<file path="src/rtl/mem_arbiter_if.sv">
// Request/response and RAM-side signals of the byte-wide memory port arbiter.
// master = requesters plus RAM model, slave = the arbiter itself.
interface mem_arbiter_if #(
  parameter int unsigned ADDR_W = 32,
  parameter int unsigned DATA_W = 32
);
  logic              rdy;
  logic              if_req;
  logic [ADDR_W-1:0] if_addr;
  logic              if_flush;
  logic              if_done;
  logic [DATA_W-1:0] if_rdata;
  logic              mem_req;
  logic              mem_we;
  logic [1:0]        mem_len;
  logic [ADDR_W-1:0] mem_addr;
  logic [DATA_W-1:0] mem_wdata;
  logic              mem_done;
  logic [DATA_W-1:0] mem_rdata;
  logic [ADDR_W-1:0] ram_a;
  logic              ram_wr;
  logic [7:0]        ram_dout;
  logic [7:0]        ram_din;

  modport master (
    output rdy, if_req, if_addr, if_flush,
    output mem_req, mem_we, mem_len, mem_addr, mem_wdata,
    output ram_din,
    input  if_done, if_rdata, mem_done, mem_rdata,
    input  ram_a, ram_wr, ram_dout
  );

  modport slave (
    input  rdy, if_req, if_addr, if_flush,
    input  mem_req, mem_we, mem_len, mem_addr, mem_wdata,
    input  ram_din,
    output if_done, if_rdata, mem_done, mem_rdata,
    output ram_a, ram_wr, ram_dout
  );
endinterface

</file>
<file path="src/rtl/mem_arbiter.sv">
// Shares one byte-wide RAM port between instruction fetch (word reads) and
// load/store (1/2/4-byte reads and writes); MEM wins, a branch flush aborts a fetch.
module mem_arbiter #(
  parameter int unsigned ADDR_W = 32,
  parameter int unsigned DATA_W = 32
) (
  input  logic         clk,
  input  logic         rst,
  mem_arbiter_if.slave bus
);

  localparam int unsigned CNT_W = 3;

  typedef enum logic [1:0] {IDLE, READ, WRITE} state_e;

  state_e            state_q;
  logic              owner_mem_q;
  logic [CNT_W-1:0]  len_q;
  logic [CNT_W-1:0]  issue_q;
  logic [CNT_W-1:0]  cap_q;
  logic              pres_q;
  logic              lat_q;
  logic [ADDR_W-1:0] base_q;
  logic [DATA_W-1:0] wdata_q;
  logic [DATA_W-1:0] rbuf_q;
  logic [ADDR_W-1:0] ram_a_q;
  logic              ram_wr_q;
  logic [7:0]        ram_dout_q;
  logic              if_done_q;
  logic              mem_done_q;
  logic [DATA_W-1:0] if_rdata_q;
  logic [DATA_W-1:0] mem_rdata_q;

  logic              take_mem_c;
  logic              take_if_c;
  logic              flush_c;
  logic [CNT_W-1:0]  mem_n_c;
  logic [ADDR_W-1:0] base_c;
  logic [ADDR_W-1:0] nxt_addr_c;
  logic [CNT_W-1:0]  cap_d;
  logic [DATA_W-1:0] rbuf_d;

  // Acceptance, pointer advance and byte-lane assembly
  always_comb begin
    mem_n_c    = CNT_W'(4);
    take_mem_c = 1'b0;
    take_if_c  = 1'b0;
    flush_c    = 1'b0;
    base_c     = bus.if_addr;
    nxt_addr_c = base_q + ADDR_W'(issue_q);
    cap_d      = cap_q;
    rbuf_d     = rbuf_q;

    case (bus.mem_len)
      2'd0:    mem_n_c = CNT_W'(1);
      2'd1:    mem_n_c = CNT_W'(2);
      default: mem_n_c = CNT_W'(4);
    endcase

    take_mem_c = (state_q == IDLE) && bus.rdy && bus.mem_req && !mem_done_q;
    take_if_c  = (state_q == IDLE) && bus.rdy && !take_mem_c && bus.if_req &&
                 !bus.if_flush && !if_done_q;
    if (take_mem_c) base_c = bus.mem_addr;

    flush_c = (state_q == READ) && !owner_mem_q && bus.if_flush;

    // A read counts a byte when it lands on ram_din; a write when its strobe retires
    if (state_q == READ) cap_d = cap_q + CNT_W'(lat_q);
    else                 cap_d = cap_q + CNT_W'(ram_wr_q);
    if (lat_q) rbuf_d[{cap_q[1:0], 3'b000} +: 8] = bus.ram_din;
  end

  always_ff @(posedge clk) begin
    if (rst) begin
      state_q     <= IDLE;
      owner_mem_q <= 1'b0;
      len_q       <= '0;
      issue_q     <= '0;
      cap_q       <= '0;
      pres_q      <= 1'b0;
      lat_q       <= 1'b0;
      base_q      <= '0;
      wdata_q     <= '0;
      rbuf_q      <= '0;
      ram_a_q     <= '0;
      ram_wr_q    <= 1'b0;
      ram_dout_q  <= '0;
      if_done_q   <= 1'b0;
      mem_done_q  <= 1'b0;
      if_rdata_q  <= '0;
      mem_rdata_q <= '0;
    end else begin
      if_done_q  <= 1'b0;
      mem_done_q <= 1'b0;
      ram_wr_q   <= 1'b0;

      if (flush_c) begin
        state_q <= IDLE;
        pres_q  <= 1'b0;
        lat_q   <= 1'b0;
      end else if (!bus.rdy) begin
        // Pause: the byte on ram_din is discarded and re-requested on resume
        issue_q <= cap_q;
        pres_q  <= 1'b0;
        lat_q   <= 1'b0;
      end else begin
        case (state_q)
          IDLE: begin
            if (take_mem_c || take_if_c) begin
              owner_mem_q <= take_mem_c;
              len_q       <= take_mem_c ? mem_n_c : CNT_W'(4);
              base_q      <= base_c;
              ram_a_q     <= base_c;
              wdata_q     <= bus.mem_wdata;
              rbuf_q      <= '0;
              cap_q       <= '0;
              issue_q     <= CNT_W'(1);
              lat_q       <= 1'b0;
              if (take_mem_c && bus.mem_we) begin
                state_q    <= WRITE;
                ram_wr_q   <= 1'b1;
                ram_dout_q <= bus.mem_wdata[7:0];
                pres_q     <= 1'b0;
              end else begin
                state_q <= READ;
                pres_q  <= 1'b1;
              end
            end
          end

          READ: begin
            rbuf_q <= rbuf_d;
            cap_q  <= cap_d;
            if (lat_q && (cap_d == len_q)) begin
              state_q <= IDLE;
              pres_q  <= 1'b0;
              lat_q   <= 1'b0;
              if (owner_mem_q) begin
                mem_rdata_q <= rbuf_d;
                mem_done_q  <= 1'b1;
              end else begin
                if_rdata_q <= rbuf_d;
                if_done_q  <= 1'b1;
              end
            end else begin
              lat_q <= pres_q;
              if (issue_q < len_q) begin
                ram_a_q <= nxt_addr_c;
                issue_q <= issue_q + CNT_W'(1);
                pres_q  <= 1'b1;
              end else begin
                pres_q <= 1'b0;
              end
            end
          end

          WRITE: begin
            cap_q <= cap_d;
            if (cap_d == len_q) begin
              state_q    <= IDLE;
              mem_done_q <= 1'b1;
            end else begin
              ram_a_q    <= nxt_addr_c;
              ram_dout_q <= wdata_q[{issue_q[1:0], 3'b000} +: 8];
              ram_wr_q   <= 1'b1;
              issue_q    <= issue_q + CNT_W'(1);
            end
          end

          default: state_q <= IDLE;
        endcase
      end
    end
  end

  assign bus.ram_a     = ram_a_q;
  assign bus.ram_wr    = ram_wr_q;
  assign bus.ram_dout  = ram_dout_q;
  assign bus.if_done   = if_done_q;
  assign bus.if_rdata  = if_rdata_q;
  assign bus.mem_done  = mem_done_q;
  assign bus.mem_rdata = mem_rdata_q;

endmodule

</file>
<file path="src/flat_wrapper.sv">
// flat-port wrapper written by rule: the top's interface ports become plain ports
module mem_arbiter_flat 
#(
  parameter int unsigned ADDR_W = 32,
  parameter int unsigned DATA_W = 32
)
  (clk, rst, bus_rdy, bus_if_req, bus_if_addr, bus_if_flush, bus_mem_req, bus_mem_we, bus_mem_len, bus_mem_addr, bus_mem_wdata, bus_ram_din, bus_if_done, bus_if_rdata, bus_mem_done, bus_mem_rdata, bus_ram_a, bus_ram_wr, bus_ram_dout);
  mem_arbiter_if #(.ADDR_W(ADDR_W), .DATA_W(DATA_W)) bus_i ();
  input  logic clk;
  input  logic rst;
  input wire logic [$bits(bus_i.rdy)-1:0] bus_rdy;
  input wire logic [$bits(bus_i.if_req)-1:0] bus_if_req;
  input wire logic [$bits(bus_i.if_addr)-1:0] bus_if_addr;
  input wire logic [$bits(bus_i.if_flush)-1:0] bus_if_flush;
  input wire logic [$bits(bus_i.mem_req)-1:0] bus_mem_req;
  input wire logic [$bits(bus_i.mem_we)-1:0] bus_mem_we;
  input wire logic [$bits(bus_i.mem_len)-1:0] bus_mem_len;
  input wire logic [$bits(bus_i.mem_addr)-1:0] bus_mem_addr;
  input wire logic [$bits(bus_i.mem_wdata)-1:0] bus_mem_wdata;
  input wire logic [$bits(bus_i.ram_din)-1:0] bus_ram_din;
  output wire logic [$bits(bus_i.if_done)-1:0] bus_if_done;
  output wire logic [$bits(bus_i.if_rdata)-1:0] bus_if_rdata;
  output wire logic [$bits(bus_i.mem_done)-1:0] bus_mem_done;
  output wire logic [$bits(bus_i.mem_rdata)-1:0] bus_mem_rdata;
  output wire logic [$bits(bus_i.ram_a)-1:0] bus_ram_a;
  output wire logic [$bits(bus_i.ram_wr)-1:0] bus_ram_wr;
  output wire logic [$bits(bus_i.ram_dout)-1:0] bus_ram_dout;
  assign bus_i.rdy = bus_rdy;
  assign bus_i.if_req = bus_if_req;
  assign bus_i.if_addr = bus_if_addr;
  assign bus_i.if_flush = bus_if_flush;
  assign bus_i.mem_req = bus_mem_req;
  assign bus_i.mem_we = bus_mem_we;
  assign bus_i.mem_len = bus_mem_len;
  assign bus_i.mem_addr = bus_mem_addr;
  assign bus_i.mem_wdata = bus_mem_wdata;
  assign bus_i.ram_din = bus_ram_din;
  assign bus_if_done = bus_i.if_done;
  assign bus_if_rdata = bus_i.if_rdata;
  assign bus_mem_done = bus_i.mem_done;
  assign bus_mem_rdata = bus_i.mem_rdata;
  assign bus_ram_a = bus_i.ram_a;
  assign bus_ram_wr = bus_i.ram_wr;
  assign bus_ram_dout = bus_i.ram_dout;
  mem_arbiter #(.ADDR_W(ADDR_W), .DATA_W(DATA_W)) u_core (.clk(clk), .rst(rst), .bus(bus_i));
endmodule
</file>
<file path="config.mk">
export PLATFORM = sky130hd
export DESIGN_NAME = mem_arbiter_flat
export DESIGN_NICKNAME = d
export VERILOG_FILES = /design/src/rtl/mem_arbiter_if.sv /design/src/rtl/mem_arbiter.sv /design/src/flat_wrapper.sv
export SDC_FILE = /design/constraint.sdc
export NUM_CORES = 1
export LEC_CHECK = 0
export BUFFER_PORTS_ARGS = -buffer_cell sky130_fd_sc_hd__buf_2
export CAP_MARGIN = 20
export CORE_ASPECT_RATIO = 1.2
export CORE_UTILIZATION = 30
export CTS_BUF_LIST = sky130_fd_sc_hd__clkbuf_4
export CTS_CLUSTER_DIAMETER = 40
export DETAILED_ROUTE_END_ITERATION = 12
export PLACE_DENSITY = 0.53
export RECOVER_POWER = 50
export REMOVE_ABC_BUFFERS = 1
export SYNTH_ARGS = -nofsm -noshare
export SYNTH_HDL_FRONTEND = slang
export SYNTH_SLANG_ARGS = --single-unit
</file>
<file path="constraint.sdc">
create_clock -name clk -period 2.9 [get_ports clk]
set_input_delay 0.435 -clock clk [delete_from_list [all_inputs] [get_ports clk]]
set_output_delay 0.435 -clock clk [all_outputs]
set_load 0.05 [all_outputs]
</file>
==> results.json <==
{
  "grt_max_degree": 100,
  "antenna_left": 0,
  "slew_headroom": 0.447,
  "finalCritPeriodShare": 0.978,
  "first_global_vias": 9327,
  "finalHoldViolCount": 0,
  "vias": 9601,
  "synth-edff-count": 0,
  "cp.required_ns": 3.50,
  "drt_iter0_drc": 406,
  "grt_pass1_wl_mm": 48.7,
  "cp_max_fo": 6,
  "clk_pin_slew_ns": 0.06,
  "clockBufferDepth": 3,
  "synth_compound_area_frac": 0.212,
  "synth_common_cells": "dfxtp_1, nand2_1, nor2_1",
  "grt_antenna_before_repair": 1,
  "setup_viol": 0,
  "synthTopCellsByArea": "dfxtp_1, a211oi_1, nand2_1, mux2i_1, nor2_1",
  "htreeDepth": 2,
  "routabilityCongestion": 0.797,
  "drive_above_1_share": 0.246,
  "num_rows": 73,
  "wl_per_cell_um": 15.9,
  "grt_use_total": 0.178,
  "max_freq_mhz": 352,
  "synth.distinct_cells": 61,
  "place_hpwl_mm": 20.3,
  "vias_per_cell": 4.93,
  "yosysWarnings": 0,
  "setup.worst_path.end_class": "flop",
  "coreArea_um2": 33200,
  "syn2layout_area_growth_pct": 32.5,
  "tightest_slew_ns": 0.830,
  "synth_seq_cells": 217,
  "synth_most_common_cell": "dfxtp_1",
  "maxCapViolCount": 0,
  "drc": 0,
  "final-max-slew-violation-count": 0,
  "wl_mm": 31.0,
  "post-place-cells": 1782,
  "leakage_nw": 5.01,
  "met1_usage": 0.208,
  "yosysSeqAreaShare": 0.431,
  "grt-busiest-layer": "met2",
  "grt_util_met2": 0.314,
  "globalRouteMet3Util": 0.0405,
  "synth_top_family_by_area": "compound AO/OA/AOI/OAI gates",
  "status": "finished, final reports clean",
  "synthesis.area_um2": 10100,
  "async_flop_share": 0,
  "syn_area_per_cell_um2": 8.79,
  "synth_ff_type": "dfxtp_1",
  "port_buffers": 219,
  "synth_top_area_cell": "dfxtp_1",
  "utilization": 0.403,
  "p_per_area_nw_per_um2": 542,
  "cts_root_buf": "clkbuf_4",
  "timing.hold.ws_ns": 0.110,
  "postSynthCellCount": 1148,
  "rsz0062_at_grt": "yes",
  "start_util": 0.304,
  "grt-ovfl-total": 0,
  "clk_latency_ns": 0.73,
  "dieArea_um2": 34400,
  "final.setup_skew_ns": 0.0549,
  "final_cell_count_no_fill": 1947,
  "die_h_um": 203,
  "clkSinkCount": 217,
  "yosysTopAreaCellShare": 0.431,
  "synth_simple_gate_area_frac": 0.186,
  "post_synth_fa_ha_maj_area_fraction": 0.0218,
  "finalNetCount": 1580,
  "period_needed_ns": 2.84,
  "min_path_type": "in -> reg",
  "drt_pre_antenna_iters": 4,
  "die_w_um": 169,
  "synth_xor_area_frac": 0.0258,
  "irDropWorstVdd_v": 0.000248,
  "synthMuxAreaShare": 0.0775,
  "cts_tree": "yes",
  "crit_arrival_ns": 3.44,
  "ios": 220,
  "finalPower_mw": 7.24,
  "start_kind": "flop",
  "cts_made_buffers": 60,
  "crit_type": "reg -> reg"
}
[repair_timing]
item	in CTS	in global routing
endpoints found under the setup margin	51	35
buffers inserted	9	4
hold buffers	34	0
endpoints found under the hold margin	36	0
cloned	6	3
pin swaps	16	29
resized for setup	28	25
[critical path: stages (launching register included)]
cell and delay (ns):
dfxtp_2 0.33, inv_2 0.05, ha_4 0.15, mux2_4 0.31, ha_4 0.17, ha_4 0.24, xnor2_2 0.13, nand4_1 0.14
or3_4 0.37, nor3b_4 0.20, buf_6 0.15, bufbuf_16 0.25, nor2_1 0.05, a211oi_2 0.17
[metrics by stage]
step                TNS (ns)  setup WS, ns  area (µm²)
detailed placement     -6.95        -0.215       11900
CTS                  -0.0330       -0.0248       13400
floorplan            -241.72         -2.38        9690
global route           -1.37       -0.0698       13400
global placement       -3.22        -0.136       11900
finish                     0        0.0627       13400
[cell usage in the layout (no fill, tap or decap), types with 6 or more instances in the layout]
cell type / netlist / final
a211oi_1: 84 / 83
a211oi_2: 28 / 29
a21oi_1: 93 / 93
a22oi_1: 33 / 33
a311oi_1: 8 / 8
and3_1: 8 / 8
buf_12: 0 / 10
buf_2: 8 / 112
buf_4: 5 / 48
buf_6: 5 / 6
clkbuf_1: 67 / 108
clkbuf_4: 0 / 96
clkinv_1: 1 / 8
dfxtp_1: 217 / 215
dlygate4sd3_1: 0 / 34
ha_1: 16 / 13
inv_1: 15 / 14
mux2i_1: 59 / 59
mux4_2: 8 / 8
nand2_1: 161 / 160
nand3_1: 19 / 18
nand4_1: 6 / 6
nor2_1: 138 / 124
nor2_2: 0 / 7
nor2_4: 0 / 7
nor3_1: 17 / 17
o211ai_1: 10 / 10
o21ai_0: 16 / 16
or3_1: 34 / 33
xnor2_1: 15 / 14
xor2_1: 12 / 12
[worst paths after layout]
kind	slack, ns	to	startpoint	cells after the start
setup / recovery	0.06	u_core.bus.if_rdata[26]	u_core.state_q[1]	13
hold / removal	0.11	u_core.base_q[20]	bus_mem_addr[20]	3
setup reg to reg	0.06	u_core.bus.if_rdata[26]	u_core.state_q[1]	13
hold reg to reg	0.45	u_core.rbuf_q[22]	u_core.rbuf_q[22]	2
[cell type report]
cell class	count	area [µm²]
clock buffers	96	721
well taps	450	563
clock inverters	12	48.8
fillers	3429	19800
inverters	17	63.8
repair buffers	329	2180
flip-flops and latches	217	4350
diodes	1	2.50
multi-input cells	825	5440
[layer usage]
layer	up-vias	wire, µm
met1	4495	13300
met2	261	15400
met4	0	735
met3	56	1590
met5	-	0
li1	4789	-
[logic make-up (layout without fill, tap and decap cells)]
logic type                 count (synthesis)  after routing
buffers and inverters                    106            454
adders and majority gates                 17             17
other                                      0              1
DFF                                      217            217
muxes                                     68             68
xor gates and xnor gates                  28             28
AOI/OAI and AO/OA                        298            298
and+or+nand+nor                          414            414
[sequential cells by signal, summed over array words and instances, names as in the netlist, 8 cells and up]
| name | flops |
|---|---|
| u_core.bus.ram_a | 32 |
| u_core.base_q | 32 |
| u_core.bus.if_rdata | 32 |
| u_core.wdata_q | 32 |
| u_core.rbuf_q | 32 |
| u_core.bus.ram_dout | 8 |
| u_core.bus.mem_rdata | 32 |
[report_power, final]
group	leakage [nW]	internal [mW]	switching, mW
registers	1.76	3.12	0.109
clock network	0.473	1.49	1.31
logic	2.77	0.449	0.770
total	5.01	5.06	2.19
(Power assumes the default switching activity.)
